File: src/rtl/board_io_pkg.sv
// Shared types for the board I/O controller: reset-sequencer states and PWM width.
package board_io_pkg;

  typedef enum logic [1:0] {
    HOLD    = 2'd0,
    STRETCH = 2'd1,
    RUN     = 2'd2
  } seq_state_e;

  localparam int PWM_W = 4;

endpackage

File: src/rtl/board_io_ctrl_debounce_ch.sv
// One debounced input channel: 2-FF synchroniser, disagreement counter and stable register.
module debounce_ch #(
  parameter int DEB_CYC = 1000
) (
  input  logic clk_i,
  input  logic arst_n_i,
  input  logic raw_i,
  output logic stable_o
);

  localparam int CNT_W = (DEB_CYC > 1) ? $clog2(DEB_CYC) : 1;

  logic             sync1_reg;
  logic             sync2_reg;
  logic             stable_reg;
  logic [CNT_W-1:0] cnt_reg;

  always_ff @(posedge clk_i or negedge arst_n_i) begin
    if (!arst_n_i) begin
      sync1_reg  <= 1'b0;
      sync2_reg  <= 1'b0;
      stable_reg <= 1'b0;
      cnt_reg    <= '0;
    end else begin
      sync1_reg <= raw_i;
      sync2_reg <= sync1_reg;
      // Any cycle of agreement restarts the stability window.
      if (sync2_reg == stable_reg) begin
        cnt_reg <= '0;
      end else if (cnt_reg == CNT_W'(DEB_CYC - 1)) begin
        stable_reg <= sync2_reg;
        cnt_reg    <= '0;
      end else begin
        cnt_reg <= cnt_reg + 1'b1;
      end
    end
  end

  assign stable_o = stable_reg;

endmodule

File: src/rtl/board_io_ctrl.sv
// Board I/O controller: debounced switches/buttons, PLL-lock reset sequencer, LED register.
// Define BOARD_IO_PWM_EN to add the pwm_duty_i brightness gate on the LED outputs.
module board_io_ctrl
  import board_io_pkg::*;
#(
  parameter int SW_NUM  = 16,
  parameter int BTN_NUM = 5,
  parameter int LED_NUM = 16,
  parameter int DEB_CYC = 1000,
  parameter int RST_CYC = 16
) (
  input  logic               clk_i,
  input  logic               arst_n_i,
  input  logic               pll_locked_i,
  input  logic [SW_NUM-1:0]  sw_i,
  input  logic [BTN_NUM-1:0] btn_i,
  input  logic               led_we_i,
  input  logic [LED_NUM-1:0] led_wdata_i,
`ifdef BOARD_IO_PWM_EN
  input  logic [PWM_W-1:0]   pwm_duty_i,
`endif
  output logic               srst_o,
  output logic [SW_NUM-1:0]  sw_o,
  output logic [BTN_NUM-1:0] btn_o,
  output logic [BTN_NUM-1:0] btn_pulse_o,
  output logic               irq_o,
  output logic [LED_NUM-1:0] led_o
);

  localparam int RCNT_W = (RST_CYC > 1) ? $clog2(RST_CYC) : 1;

  genvar gi;
  generate
    for (gi = 0; gi < SW_NUM; gi++) begin : g_sw
      debounce_ch #(.DEB_CYC(DEB_CYC)) u_deb (
        .clk_i(clk_i), .arst_n_i(arst_n_i), .raw_i(sw_i[gi]), .stable_o(sw_o[gi])
      );
    end
    for (gi = 0; gi < BTN_NUM; gi++) begin : g_btn
      debounce_ch #(.DEB_CYC(DEB_CYC)) u_deb (
        .clk_i(clk_i), .arst_n_i(arst_n_i), .raw_i(btn_i[gi]), .stable_o(btn_o[gi])
      );
    end
  endgenerate

  logic [BTN_NUM-1:0] btn_prev_reg;

  always_ff @(posedge clk_i or negedge arst_n_i) begin
    if (!arst_n_i) btn_prev_reg <= '0;
    else           btn_prev_reg <= btn_o;
  end

  assign btn_pulse_o = btn_o & ~btn_prev_reg;
  assign irq_o       = |btn_pulse_o;

  logic              lock_s1_reg;
  logic              lock_s2_reg;
  seq_state_e        state_reg, state_next;
  logic [RCNT_W-1:0] rcnt_reg, rcnt_next;

  always_ff @(posedge clk_i or negedge arst_n_i) begin
    if (!arst_n_i) begin
      lock_s1_reg <= 1'b0;
      lock_s2_reg <= 1'b0;
      state_reg   <= HOLD;
      rcnt_reg    <= '0;
    end else begin
      lock_s1_reg <= pll_locked_i;
      lock_s2_reg <= lock_s1_reg;
      state_reg   <= state_next;
      rcnt_reg    <= rcnt_next;
    end
  end

  always_comb begin
    state_next = state_reg;
    rcnt_next  = '0;
    case (state_reg)
      HOLD: begin
        if (lock_s2_reg) state_next = STRETCH;
      end
      STRETCH: begin
        if (!lock_s2_reg)                          state_next = HOLD;
        else if (rcnt_reg == RCNT_W'(RST_CYC - 1)) state_next = RUN;
        else                                       rcnt_next  = rcnt_reg + 1'b1;
      end
      RUN: begin
        if (!lock_s2_reg) state_next = HOLD;
      end
      default: state_next = HOLD;
    endcase
  end

  assign srst_o = (state_reg != RUN);

  logic [LED_NUM-1:0] led_reg;

  // SoC reset has priority over a simultaneous register write.
  always_ff @(posedge clk_i or negedge arst_n_i) begin
    if (!arst_n_i)     led_reg <= '0;
    else if (srst_o)   led_reg <= '0;
    else if (led_we_i) led_reg <= led_wdata_i;
  end

`ifdef BOARD_IO_PWM_EN
  logic [PWM_W-1:0] pwm_cnt_reg;

  always_ff @(posedge clk_i or negedge arst_n_i) begin
    if (!arst_n_i) pwm_cnt_reg <= '0;
    else           pwm_cnt_reg <= pwm_cnt_reg + 1'b1;
  end

  assign led_o = led_reg & {LED_NUM{pwm_cnt_reg < pwm_duty_i}};
`else
  assign led_o = led_reg;
`endif

endmodule
File: config.mk
export PLATFORM = sky130hd
export DESIGN_NAME = board_io_ctrl
export DESIGN_NICKNAME = d
export VERILOG_FILES = /design/src/rtl/board_io_pkg.sv /design/src/rtl/board_io_ctrl_debounce_ch.sv /design/src/rtl/board_io_ctrl.sv
export SDC_FILE = /design/constraint.sdc
export NUM_CORES = 1
export LEC_CHECK = 0
export BUFFER_PORTS_ARGS = -buffer_cell sky130_fd_sc_hd__buf_2
export CORE_ASPECT_RATIO = 1.4
export CORE_MARGIN = 2
export CORE_UTILIZATION = 25
export CTS_CLUSTER_DIAMETER = 120
export DETAILED_ROUTE_END_ITERATION = 10
export PLACE_DENSITY = 0.42
export SETUP_SLACK_MARGIN = 0.02
export SLEW_MARGIN = 20
export SYNTH_ARGS = -nofsm -noshare
export SYNTH_HDL_FRONTEND = slang
export SYNTH_SLANG_ARGS = --single-unit
File: constraint.sdc
create_clock -name clk_i -period 2.49 [get_ports clk_i]
set_input_delay 0.1245 -clock clk_i [delete_from_list [all_inputs] [get_ports clk_i]]
set_output_delay 0.1245 -clock clk_i [all_outputs]
set_load 0.05 [all_outputs]
==> results of run 1 <==
## per-layer routing
metal	wire [µm]	share of wire	GRT usage	vias up
met1	12000	0.44	0.114	4870
met2	13200	0.49	0.176	139
met4	814	0.030	0.0406	0
li1	-	-	-	4971
met3	1070	0.039	0.0204	44
met5	0	0	0	-
## Yosys cell counts, types with 3 or more instances
master / n
o211ai_1: 5
o221ai_1: 4
and3_1: 30
and2_1: 12
nor3_1: 7
nor2_1: 221
o211a_1: 5
mux2_2: 21
ha_1: 22
a21oi_1: 64
nor4_1: 24
a311o_1: 9
nor3b_1: 12
o21bai_1: 9
mux2i_1: 16
nand3_1: 120
o21a_1: 5
or2_2: 11
or3_1: 9
dfrtp_1: 302
nand3b_1: 20
xor2_1: 59
o21ai_0: 24
a211oi_1: 6
buf_4: 21
nor4bb_1: 4
nand2_1: 96
nand4_1: 25
nor2b_1: 9
a21o_1: 3
inv_1: 36
a31oi_1: 22
o31a_1: 4
xnor2_1: 70
nand2b_1: 20
## layout make-up
class                           instances  share of cell area
Timing Repair Buffer                  133              0.0558
Multi-Input combinational cell        987               0.356
Tap cell                              728              0.0544
Clock inverter                         13              0.0105
Inverter                               36             0.00807
Clock buffer                           52              0.0635
Sequential cell                       302               0.451
## how the worst max path moves through the flow
stage | slack (ns) | endpoint | from
floorplan | 0.69 | irq_o | g_btn[3].u_deb.stable_o$_DFFE_PN0P_
global placement | 0.69 | g_btn[3].u_deb.cnt_reg[7]$_DFF_PN0_ | g_btn[3].u_deb.cnt_reg[0]$_DFF_PN0_
detailed placement | 0.66 | g_btn[3].u_deb.cnt_reg[7]$_DFF_PN0_ | g_btn[3].u_deb.cnt_reg[0]$_DFF_PN0_
CTS | 0.66 | g_btn[3].u_deb.cnt_reg[7]$_DFF_PN0_ | g_btn[3].u_deb.cnt_reg[0]$_DFF_PN0_
global route | 0.50 | g_sw[15].u_deb.cnt_reg[7]$_DFF_PN0_ | g_sw[15].u_deb.cnt_reg[0]$_DFF_PN0_
finish | 0.66 | g_btn[3].u_deb.cnt_reg[7]$_DFF_PN0_ | g_btn[3].u_deb.cnt_reg[0]$_DFF_PN0_
## power breakdown
group	leakage [nW]	internal, W	switching (W)	total, W
clock	0.615	0.00339	0.00209	0.00548
combinational	2.45	0.000203	0.000270	0.000473
sequential	4.06	0.00503	0.000122	0.00515
total	7.13	0.00862	0.00248	0.0111
## kinds of logic after synthesis
logic type / count (synthesis) / share of synthesized area
multiplexers: 37 / 0.0287
flip-flops: 302 / 0.546
AND/OR/NAND/NOR: 635 / 0.226
buffers and inverters: 61 / 0.0223
AO/OA/AOI/OAI: 164 / 0.0747
adder cells (fa/ha/maj): 22 / 0.0199
XOR/XNOR: 129 / 0.0817
## stage by stage
| step | hold WS (ns) | worst slack (ns) | util |
|---|---|---|---|
| global placement | 0.108 | 0.685 | 0.275 |
| detailed placement | 0.109 | 0.659 | 0.275 |
| floorplan | -0.171 | 0.694 | - |
| global route | 0.130 | 0.500 | 0.304 |
| finish | 0.128 | 0.661 | 0.304 |
| CTS | 0.0926 | 0.656 | 0.304 |
## worst max-delay path, stage by stage, from the launching register on
cell and delay (ns):
dfrtp_1 0.40, ha_1 0.25, nand2_1 0.11, or4b_2 0.66
o211ai_1 0.20, a31oi_1 0.09
## repair_timing
action / 4_1_cts / 5_1_grt
gates resized for setup: 0 / 0
hold buffers: 39 / 0
hold endpoints to repair: 201 / 0
==> reports/results.tsv, run 1 <==
metric	value	unit
Clock Path Buffers	3	
fin nets	1559	
worst-margin pin slew	0.554	ns
reg2reg path depth	5	
Setup crit start kind	register	
Pre-antenna DRT Iters	4	
layout cell share with drive strength beyond 1	0.127	
relative slew slack	0.628	
IO Pins	85	
Clock Sinks	302	
Cell variety after synth	51	
PwrDens	663	nW/µm²
die area	57200	µm²
chip width	203	µm
Antenna Nets Post-Route	0	
vias in the first global route	10200	
Power Total	0.0111	W
skew final	0.0111	ns
core area	55000	µm²
DRC viols	0	
critical path class	reg -> reg	
Max Clk Rate	547	MHz
sequential area share after synthesis	0.546	
RSZ-0062 raised after global routing	false	
fin crit period	1.83	ns
Max-Cap Viols	0	
area of the multi-input gates	5960	µm²
Final period util	0.734	
drt initial violations	325	
RR Startpoint	g_btn[3].u_deb.cnt_reg[0]$_DFF_PN0_	
critical path peak fanout	5	
grt ovf	0	
ANT cells	0	
design area	16700	µm²
commonest non-fill, non-tap cell in the layout	dfrtp_1	
Max IR drop VDD	459	µV
GP Congestion	0.774	
area growth from synthesis to layout	21.0	%
clk slew on worst S/H paths	0.06	ns
dominant cell type by area after synthesis	dfrtp_1	
filler cell count	5624	
max reg flops	160	
register area	7560	µm²
post-CTS setup buffers	0	
status	finished, final reports clean	
ys async rst share	1.00	
Initial Util	0.251	
Area contributors post-synth	dfrtp_1 55%, nor2_1 6.0%, xnor2_1 4.4%	
CTS tree	done	
Die H	282	µm
most frequent cells in the layout	302 x dfrtp_1, 221 x nor2_1, 120 x nand3_1, 96 x nand2_1, 83 x buf_2	
port bufs	84	
Post-Syn Area	13800	µm²
crit end category	register	
data required time of the worst path	2.89	ns
Worst Path Arrival	2.23	ns
Setup TNS	0	ns
vias per cell	4.45	
Reg-to-Reg End	g_btn[3].u_deb.cnt_reg[7]$_DFF_PN0_	
ys flop type	dfrtp_1	
Syn Inst Count	1350	
Warnings, synthesis	0	
flip-flop and latch count after synthesis	302	
Final Setup Violations	0	
pin count of the biggest net entering global routing	71	
Post-DP Area	15100	µm²
root buffer cell	clkbuf_16	
via count	10000	
P_leak	7.13	nW
Skew-Pair Late Insertion Delay	0.54	ns
Cells after DPL	2147	
flop2flop setup slack	0.66	ns
Final Hold Fails	0	
dpl hpwl	18.4	mm
first-pass GRT wire length	47.5	mm
cts bufs inserted	36	
Avg WL per Cell	12.1	µm
top cell type's share of synthesized area	0.546	
initial antenna violation count	0	
syn_nets	1413	
Post-synth EDFFs	0	
min-delay worst type	in -> async	
std cell rows	102	
final WL	27.1	mm
final slew viol count	0	
mean area per synthesized cell	10.2	µm²
H-tree depth	2	
fin cells	2251	
GR Util All Layers	0.0982	
(Power assumes the default switching activity.)
==> run 2, diff against run 1 <==
Settings changed: ABC_AREA from default to 1.
Clock period 2.49 ns to 1.81 ns, I/O delays scaled along.
==> run 2 against run 1 <==
Synthesized area up 2.2%. Clock power up 40%. Total power up 38%. Wire length up 8.0%. Critical endpoint is now irq_o. Via count up 3.4%. Clock skew down 0.0010 ns. Sequential power up 37%. Cell count up 11%. Worst setup slack worse by 0.50 ns. Utilization about the same. Sequential share of layout area down 0.94 points.
==> reports/results.tsv, run 2 <==
metric	value	unit	change
RR Startpoint	g_sw[11].u_deb.cnt_reg[0]$_DFF_PN0_		was g_btn[3].u_deb.cnt_reg[0]$_DFF_PN0_
worst-margin pin slew	0.875	ns	was 0.554 ns
Syn Inst Count	1584		was 1350
GR Util All Layers	0.105		was 0.0982
Post-synth EDFFs	0		unchanged
Clock Sinks	302		unchanged
die area	58500	µm²	was 57200 µm²
ANT cells	0		unchanged
RSZ-0062 raised after global routing	false		unchanged
core area	56200	µm²	was 55000 µm²
pre-CTS WS	0.477	ns	was 0.659 ns
fin crit period	1.65	ns	
P_leak	7.84	nW	was 7.13 nW
area growth from synthesis to layout	20.9	%	was 21.0%
Pre-antenna DRT Iters	4		unchanged
ys async rst share	1.00		unchanged
final slew viol count	0		unchanged
CTS tree	done		unchanged
Reg-to-Reg End	g_sw[11].u_deb.cnt_reg[6]$_DFF_PN0_		was g_btn[3].u_deb.cnt_reg[7]$_DFF_PN0_
Skew-Pair Late Insertion Delay	0.54	ns	about the same
fin cells	2493		was 2251
Compound-Gate Fraction of Synth Area	0.0442		was 0.0747
final WL	29.3	mm	was 27.1 mm
syn_nets	1647		was 1413
H-tree depth	2		unchanged
Avg WL per Cell	11.8	µm	was 12.1 µm
via count	10400		was 10000
Area contributors post-synth	dfrtp_1 53%, nor2_1 9.6%, nand2_1 6.2%		was dfrtp_1 55%, nor2_1 6.0%, xnor2_1 4.4%
PwrDens	899	nW/µm²	was 663 nW/µm²
cts bufs inserted	37		was 36
Max-Cap Viols	0		unchanged
Final period util	0.909		
post-synthesis mux area share	0		was 0.0287
port bufs	84		unchanged
Max Clk Rate	608	MHz	
min-delay worst type	in -> reg		was in -> async
clk slew on worst S/H paths	0.06	ns	about the same
relative slew slack	0.415		was 0.628
ys flop type	dfrtp_1		unchanged
top-count cell post-synth	nor2_1		was dfrtp_1
fin nets	1796		was 1559
vias in the first global route	10600		was 10200
Clock Path Buffers	3		unchanged
reg2reg path depth	6		was 5
Setup TNS	0	ns	unchanged
first-pass GRT wire length	50.9	mm	was 47.5 mm
most frequent cells after synthesis	362 x nor2_1, 302 x dfrtp_1, 233 x nand2_1		was 302 x dfrtp_1, 221 x nor2_1, 120 x nand3_1
std cell rows	103		was 102
Synth Area in XOR/XNOR	0.0523		was 0.0817
Final WS setup	0.164	ns	was 0.661 ns
Initial Util	0.252		was 0.251
skew final	0.0101	ns	was 0.0111 ns
dominant cell type by area after synthesis	dfrtp_1		unchanged
sink of the worst hold path	led_o[15]$_DFFE_PN0P_		
main combinational cell family by area after synthesis	simple AND/OR/NAND/NOR gates		unchanged
Power Total	0.0154	W	was 0.0111 W
Worst Path Arrival	1.56	ns	was 2.23 ns
dpl hpwl	20.4	mm	was 18.4 mm
IO Pins	85		unchanged
chip width	205	µm	was 203 µm
Cell variety after synth	32		was 51
Final Hold Fails	0		unchanged
flip-flop and latch count after synthesis	302		unchanged
critical path class	reg -> out		was reg -> reg
Post-Syn Area	14100	µm²	was 13800 µm²
final core area utilization	0.304		about the same
max reg flops	160		unchanged
adder-cell share of the synthesized area	0.0195		was 0.0199
Antenna Nets Post-Route	0		unchanged
DRC viols	0		unchanged
Synth Area in Simple Gates	0.290		was 0.226
GP Congestion	0.773		was 0.774
root buffer cell	clkbuf_16		unchanged
flop2flop setup slack	0.47	ns	was 0.66 ns
Worst Hold Depth	2		
crit end category	primary output		was register
Max IR drop VDD	642	µV	was 459 µV
filler cell count	5947		was 5624
top cell type's share of synthesized area	0.534		was 0.546
Warnings, synthesis	0		unchanged
pin count of the biggest net entering global routing	78		was 71
Cells after DPL	2386		was 2147
Final Setup Violations	0		unchanged
drt initial violations	323		was 325
initial antenna violation count	0		unchanged
layout cell share with drive strength beyond 1	0.155		was 0.127
grt ovf	0		unchanged
Die H	285	µm	was 282 µm
most frequent cells in the layout	361 x nor2_1, 302 x dfrtp_1, 233 x nand2_1, 175 x inv_1, 121 x nand3_1		was 302 x dfrtp_1, 221 x nor2_1, 120 x nand3_1, 96 x nand2_1, 83 x buf_2
critical path peak fanout	4		was 5
commonest non-fill, non-tap cell in the layout	nor2_1		was dfrtp_1
Hold Startpoint	led_we_i		
Setup crit start kind	register		unchanged
mean area per synthesized cell	8.93	µm²	was 10.2 µm²
sequential area share after synthesis	0.534		was 0.546
data required time of the worst path	1.72	ns	was 2.89 ns
status	finished, final reports clean		unchanged
vias per cell	4.16		was 4.45
==> run 2: cell count changes after synthesis, sizes merged, moves of 20 or more <==
cell / delta
a31oi: -21
and3: -30
inv: +141
mux2: -21
nand2: +155
nand2b: -20
nand3: +31
nand4: -20
nor2: +163
nor3: +24
nor4: -24
xnor2: -50
==> run 2: report_power, final <==
part	internal [W]	switching [W]	total (W)
Sequential	0.00692	0.000118	0.00704
Combinational	0.000254	0.000401	0.000655
Clock	0.00473	0.00295	0.00768
Total	0.0119	0.00347	0.0154
==> run 2: per-layer routing <==
layer | GRT usage | vias up | wire length [µm]
met4 | 0.0372 | 0 | 723
met2 | 0.183 | 124 | 14400
li1 | - | 5300 | -
met5 | 0 | - | 0
met1 | 0.124 | 4898 | 12800
met3 | 0.0280 | 42 | 1370
==> run 2: per-stage QoR <==
step / area, µm² / hold WS, ns
final: 17100 / 0.0728
after floorplan: 14100 / -0.205
after global placement: 15400 / -0.0263
after CTS: 17100 / 0.0350
after global routing: 17100 / 0.0921
after detailed placement: 15400 / -0.0259
==> run 2: kinds of logic (layout without fill, tap and decap cells) <==
group | count (synthesis) | after routing
AND/OR/NAND/NOR | 862 | 862
flip-flops | 302 | 302
buffers and inverters | 202 | 376
AO/OA/AOI/OAI | 115 | 115
XOR/XNOR | 81 | 81
adder cells (fa/ha/maj) | 22 | 22
==> run 2: cell type report <==
class,instances,area [µm²],area share
Sequential cell,302,7560,0.442
Multi-Input combinational cell,1080,5750,0.336
Clock buffer,52,1080,0.0633
Timing Repair Buffer,135,957,0.0560
Tap cell,735,920,0.0538
Inverter,177,664,0.0389
Clock inverter,12,168,0.00981
==> run 2: worst max-delay path: stages, from the launching register on <==
cell     delay, ns
dfrtp_1       0.41
inv_2         0.08
o22ai_1       0.08
nor2_2        0.17
o21ai_1       0.11
buf_6         0.16
==> run 2: worst max-delay path by stage <==
stage | start | to | slack, ns | depth (start not counted)
final | g_btn[2].u_deb.stable_o$_DFFE_PN0P_ | irq_o | 0.16 | 5
after global routing | g_btn[2].u_deb.stable_o$_DFFE_PN0P_ | irq_o | 0.02 | 5
after CTS | g_btn[2].u_deb.stable_o$_DFFE_PN0P_ | irq_o | 0.02 | 5
after detailed placement | g_sw[3].u_deb.cnt_reg[0]$_DFF_PN0_ | g_sw[3].u_deb.cnt_reg[6]$_DFF_PN0_ | 0.48 | 6
after global placement | g_sw[3].u_deb.cnt_reg[0]$_DFF_PN0_ | g_sw[3].u_deb.cnt_reg[6]$_DFF_PN0_ | 0.48 | 6
after floorplan | g_btn[4].u_deb.stable_o$_DFFE_PN0P_ | irq_o | 0.13 | 2
==> run 2: repair_timing <==
action,4_1_cts,5_1_grt
resized for setup,2,3
buffers inserted,2,1
setup endpoints to repair,1,1
hold buffers,40,0
pin swaps,1,1
hold endpoints to repair,340,0
==> run 3, diff against run 2 <==
Settings changed: ABC_AREA 1 to default.
Clock period 1.81 ns to 1.65 ns, I/O delays scaled along.
==> run 3 against run 2 <==
Non-clock buffer count is 48 higher. Register-to-register slack got worse by 0.40 ns. Die area down 2.2%.
==> reports/results.tsv, run 3 (synthesis results as in run 1) <==
metric	value	unit	change
status	finished, final reports clean		unchanged
vias in the first global route	10400		was 10600
dpl hpwl	18.9	mm	was 20.4 mm
fin crit period	1.58	ns	
Power Total	0.0169	W	was 0.0154 W
final WL	28.1	mm	was 29.3 mm
skew final	0.0173	ns	was 0.0101 ns
pin count of the biggest net entering global routing	57		was 78
Worst path max stage delay	0.43	ns	was 0.41 ns
Clk network pwr share	0.492		was 0.500
Avg WL per Cell	12.2	µm	was 11.8 µm
Clock Sinks	302		unchanged
Max IR drop VDD	653	µV	was 642 µV
Buf/Inv on CP	1		was 2
RR Startpoint	g_sw[10].u_deb.cnt_reg[0]$_DFF_PN0_		was g_sw[11].u_deb.cnt_reg[0]$_DFF_PN0_
IO Pins	85		unchanged
Final period util	0.960		
Reg-to-Reg End	g_sw[10].u_deb.stable_o$_DFFE_PN0P_		was g_sw[11].u_deb.cnt_reg[6]$_DFF_PN0_
RSZ-0062 raised after global routing	true		was false
die area	57200	µm²	was 58500 µm²
sequential power share	0.458		about the same
PwrDens	979	nW/µm²	was 899 nW/µm²
Antenna Nets Post-Route	0		unchanged
chip width	203	µm	was 205 µm
Max Clk Rate	631	MHz	
Psw	0.00385	W	was 0.00347 W
reg2reg path depth	6		unchanged
drt initial violations	397		was 323
critical path class	reg -> reg		was reg -> out
Initial Util	0.251		was 0.252
most frequent cells in the layout	297 x dfrtp_1, 220 x nor2_1, 120 x nand3_1, 94 x nand2_1, 81 x buf_2		was 361 x nor2_1, 302 x dfrtp_1, 233 x nand2_1, 175 x inv_1, 121 x nand3_1
filler cell count	5569		was 5947
P_leak	7.41	nW	was 7.84 nW
layout cell share with drive strength beyond 1	0.178		was 0.155
initial antenna violation count	0		unchanged
commonest non-fill, non-tap cell in the layout	dfrtp_1		was nor2_1
final core area utilization	0.315		was 0.304
clk slew on worst S/H paths	0.06	ns	about the same
vias per cell	4.39		was 4.16
CTS tree	done		unchanged
min-delay worst type	in -> async		was in -> reg
Max-Cap Viols	0		unchanged
grt ovf	0		unchanged
cts bufs inserted	37		unchanged
area growth from synthesis to layout	25.1	%	was 20.9%
Sw Ratio	0.227		was 0.226
Pre-antenna DRT Iters	4		unchanged
relative slew slack	0.669		was 0.415
std cell rows	102		was 103
data required time of the worst path	2.07	ns	was 1.72 ns
final slew viol count	0		unchanged
fin nets	1610		was 1796
GP Congestion	0.734		was 0.773
crit end category	register		was primary output
GR Util All Layers	0.103		was 0.105
critical path's slowest cell	dfrtp_1		unchanged
worst-margin pin slew	0.493	ns	was 0.875 ns
Clock Path Buffers	3		unchanged
max reg flops	160		unchanged
Worst Path Arrival	2.00	ns	was 1.56 ns
Die H	282	µm	was 285 µm
critical path peak fanout	5		was 4
H-tree depth	2		unchanged
Final Hold Fails	0		unchanged
P_int	0.0131	W	was 0.0119 W
first-pass GRT wire length	49.6	mm	was 50.9 mm
Setup crit start kind	register		unchanged
Top delay family on crit path	flip-flops		unchanged
root buffer cell	clkbuf_16		unchanged
flop2flop setup slack	0.07	ns	was 0.47 ns
core area	55000	µm²	was 56200 µm²
cell chain of the critical path	ha_4 > nand2_4 > nor4b_4 > buf_4 > nand3_1 > mux2_2		was inv_2 > o22ai_1 > nor2_2 > o21ai_1 > buf_6
combinational share of power	0.049		was 0.043
ANT cells	0		unchanged
port bufs	84		unchanged
Setup TNS	0	ns	unchanged
Skew-Pair Late Insertion Delay	0.54	ns	about the same
Final Setup Violations	0		unchanged
via count	10100		was 10400
DRC viols	0		unchanged
## run 3: how the worst max path moves through the flow
stage                                          end                                start  slack [ns]  cells after the start
6_report       g_sw[10].u_deb.stable_o$_DFFE_PN0P_  g_sw[10].u_deb.cnt_reg[0]$_DFF_PN0_        0.07                      6
2_1_floorplan                led_o[10]$_DFFE_PN0P_             state_reg[1]$_DFFE_PN0P_        0.08                      4
4_1_cts                                      irq_o  g_btn[0].u_deb.stable_o$_DFFE_PN0P_      -0.004                      4
5_1_grt                                      irq_o  g_btn[1].u_deb.stable_o$_DFFE_PN0P_       -0.02                      4
3_5_place_dp   g_sw[10].u_deb.cnt_reg[9]$_DFF_PN0_  g_sw[10].u_deb.cnt_reg[0]$_DFF_PN0_        0.05                      6
3_3_place_gp   g_btn[3].u_deb.cnt_reg[7]$_DFF_PN0_  g_btn[3].u_deb.cnt_reg[1]$_DFF_PN0_        0.08                      5
## run 3: worst reg2reg max path, stage by stage, from the launching register on
cell and delay (ns):
dfrtp_1 0.43, ha_4 0.18, nand2_4 0.06, nor4b_4 0.27, buf_4 0.17, nand3_1 0.08
mux2_2 0.28
## run 3: power by group through the flow
stage | Sequential (W) | Combinational [W] | Clock, W
final | 0.00776 | 0.000833 | 0.00834
after CTS | 0.00776 | 0.000836 | 0.00883
after global routing | 0.00779 | 0.000970 | 0.00905
after global placement | 0.00789 | 0.000756 | 0
after detailed placement | 0.00790 | 0.000761 | 0
after floorplan | 0.00787 | 0.000344 | 0
## run 3: through the flow
stage / setup WS [ns] / area (µm²) / instances / hold WS (ns)
floorplan: 0.0757 / 13900 / 1350 / -0.213
global placement: 0.0827 / 15400 / 2187 / 0.00210
detailed placement: 0.0460 / 15400 / 2187 / 0.00147
CTS: -0.00388 / 17100 / 2297 / 0.00120
global route: -0.0193 / 17300 / 2303 / 0.0358
finish: 0.0660 / 17300 / 2303 / 0.0286
## run 3: repair_timing
item / 4_1_cts / 5_1_grt
hold buffers: 39 / 0
endpoints found under the hold margin: 340 / 0
pin swaps: 1 / 7
cloned: 0 / 0
gates resized for setup: 8 / 31
setup buffers: 4 / 6
endpoints found under the setup margin: 3 / 40
## run 3: per-layer routing
layer / vias up / track usage / share of wire
met2: 134 / 0.179 / 0.49
met5: - / 0 / 0
met3: 56 / 0.0203 / 0.036
li1: 5084 / - / -
met4: 0 / 0.0425 / 0.033
met1: 4844 / 0.124 / 0.44
## run 3: cell type report
cell class | count | area [µm²] | share of cell area
clock buffers | 53 | 1100 | 0.0635
clock inverters | 14 | 155 | 0.00896
inverters | 36 | 135 | 0.00781
multi-input cells | 987 | 6120 | 0.353
flip-flops and latches | 302 | 7560 | 0.437
well taps | 728 | 911 | 0.0526
repair buffers | 183 | 1330 | 0.0768
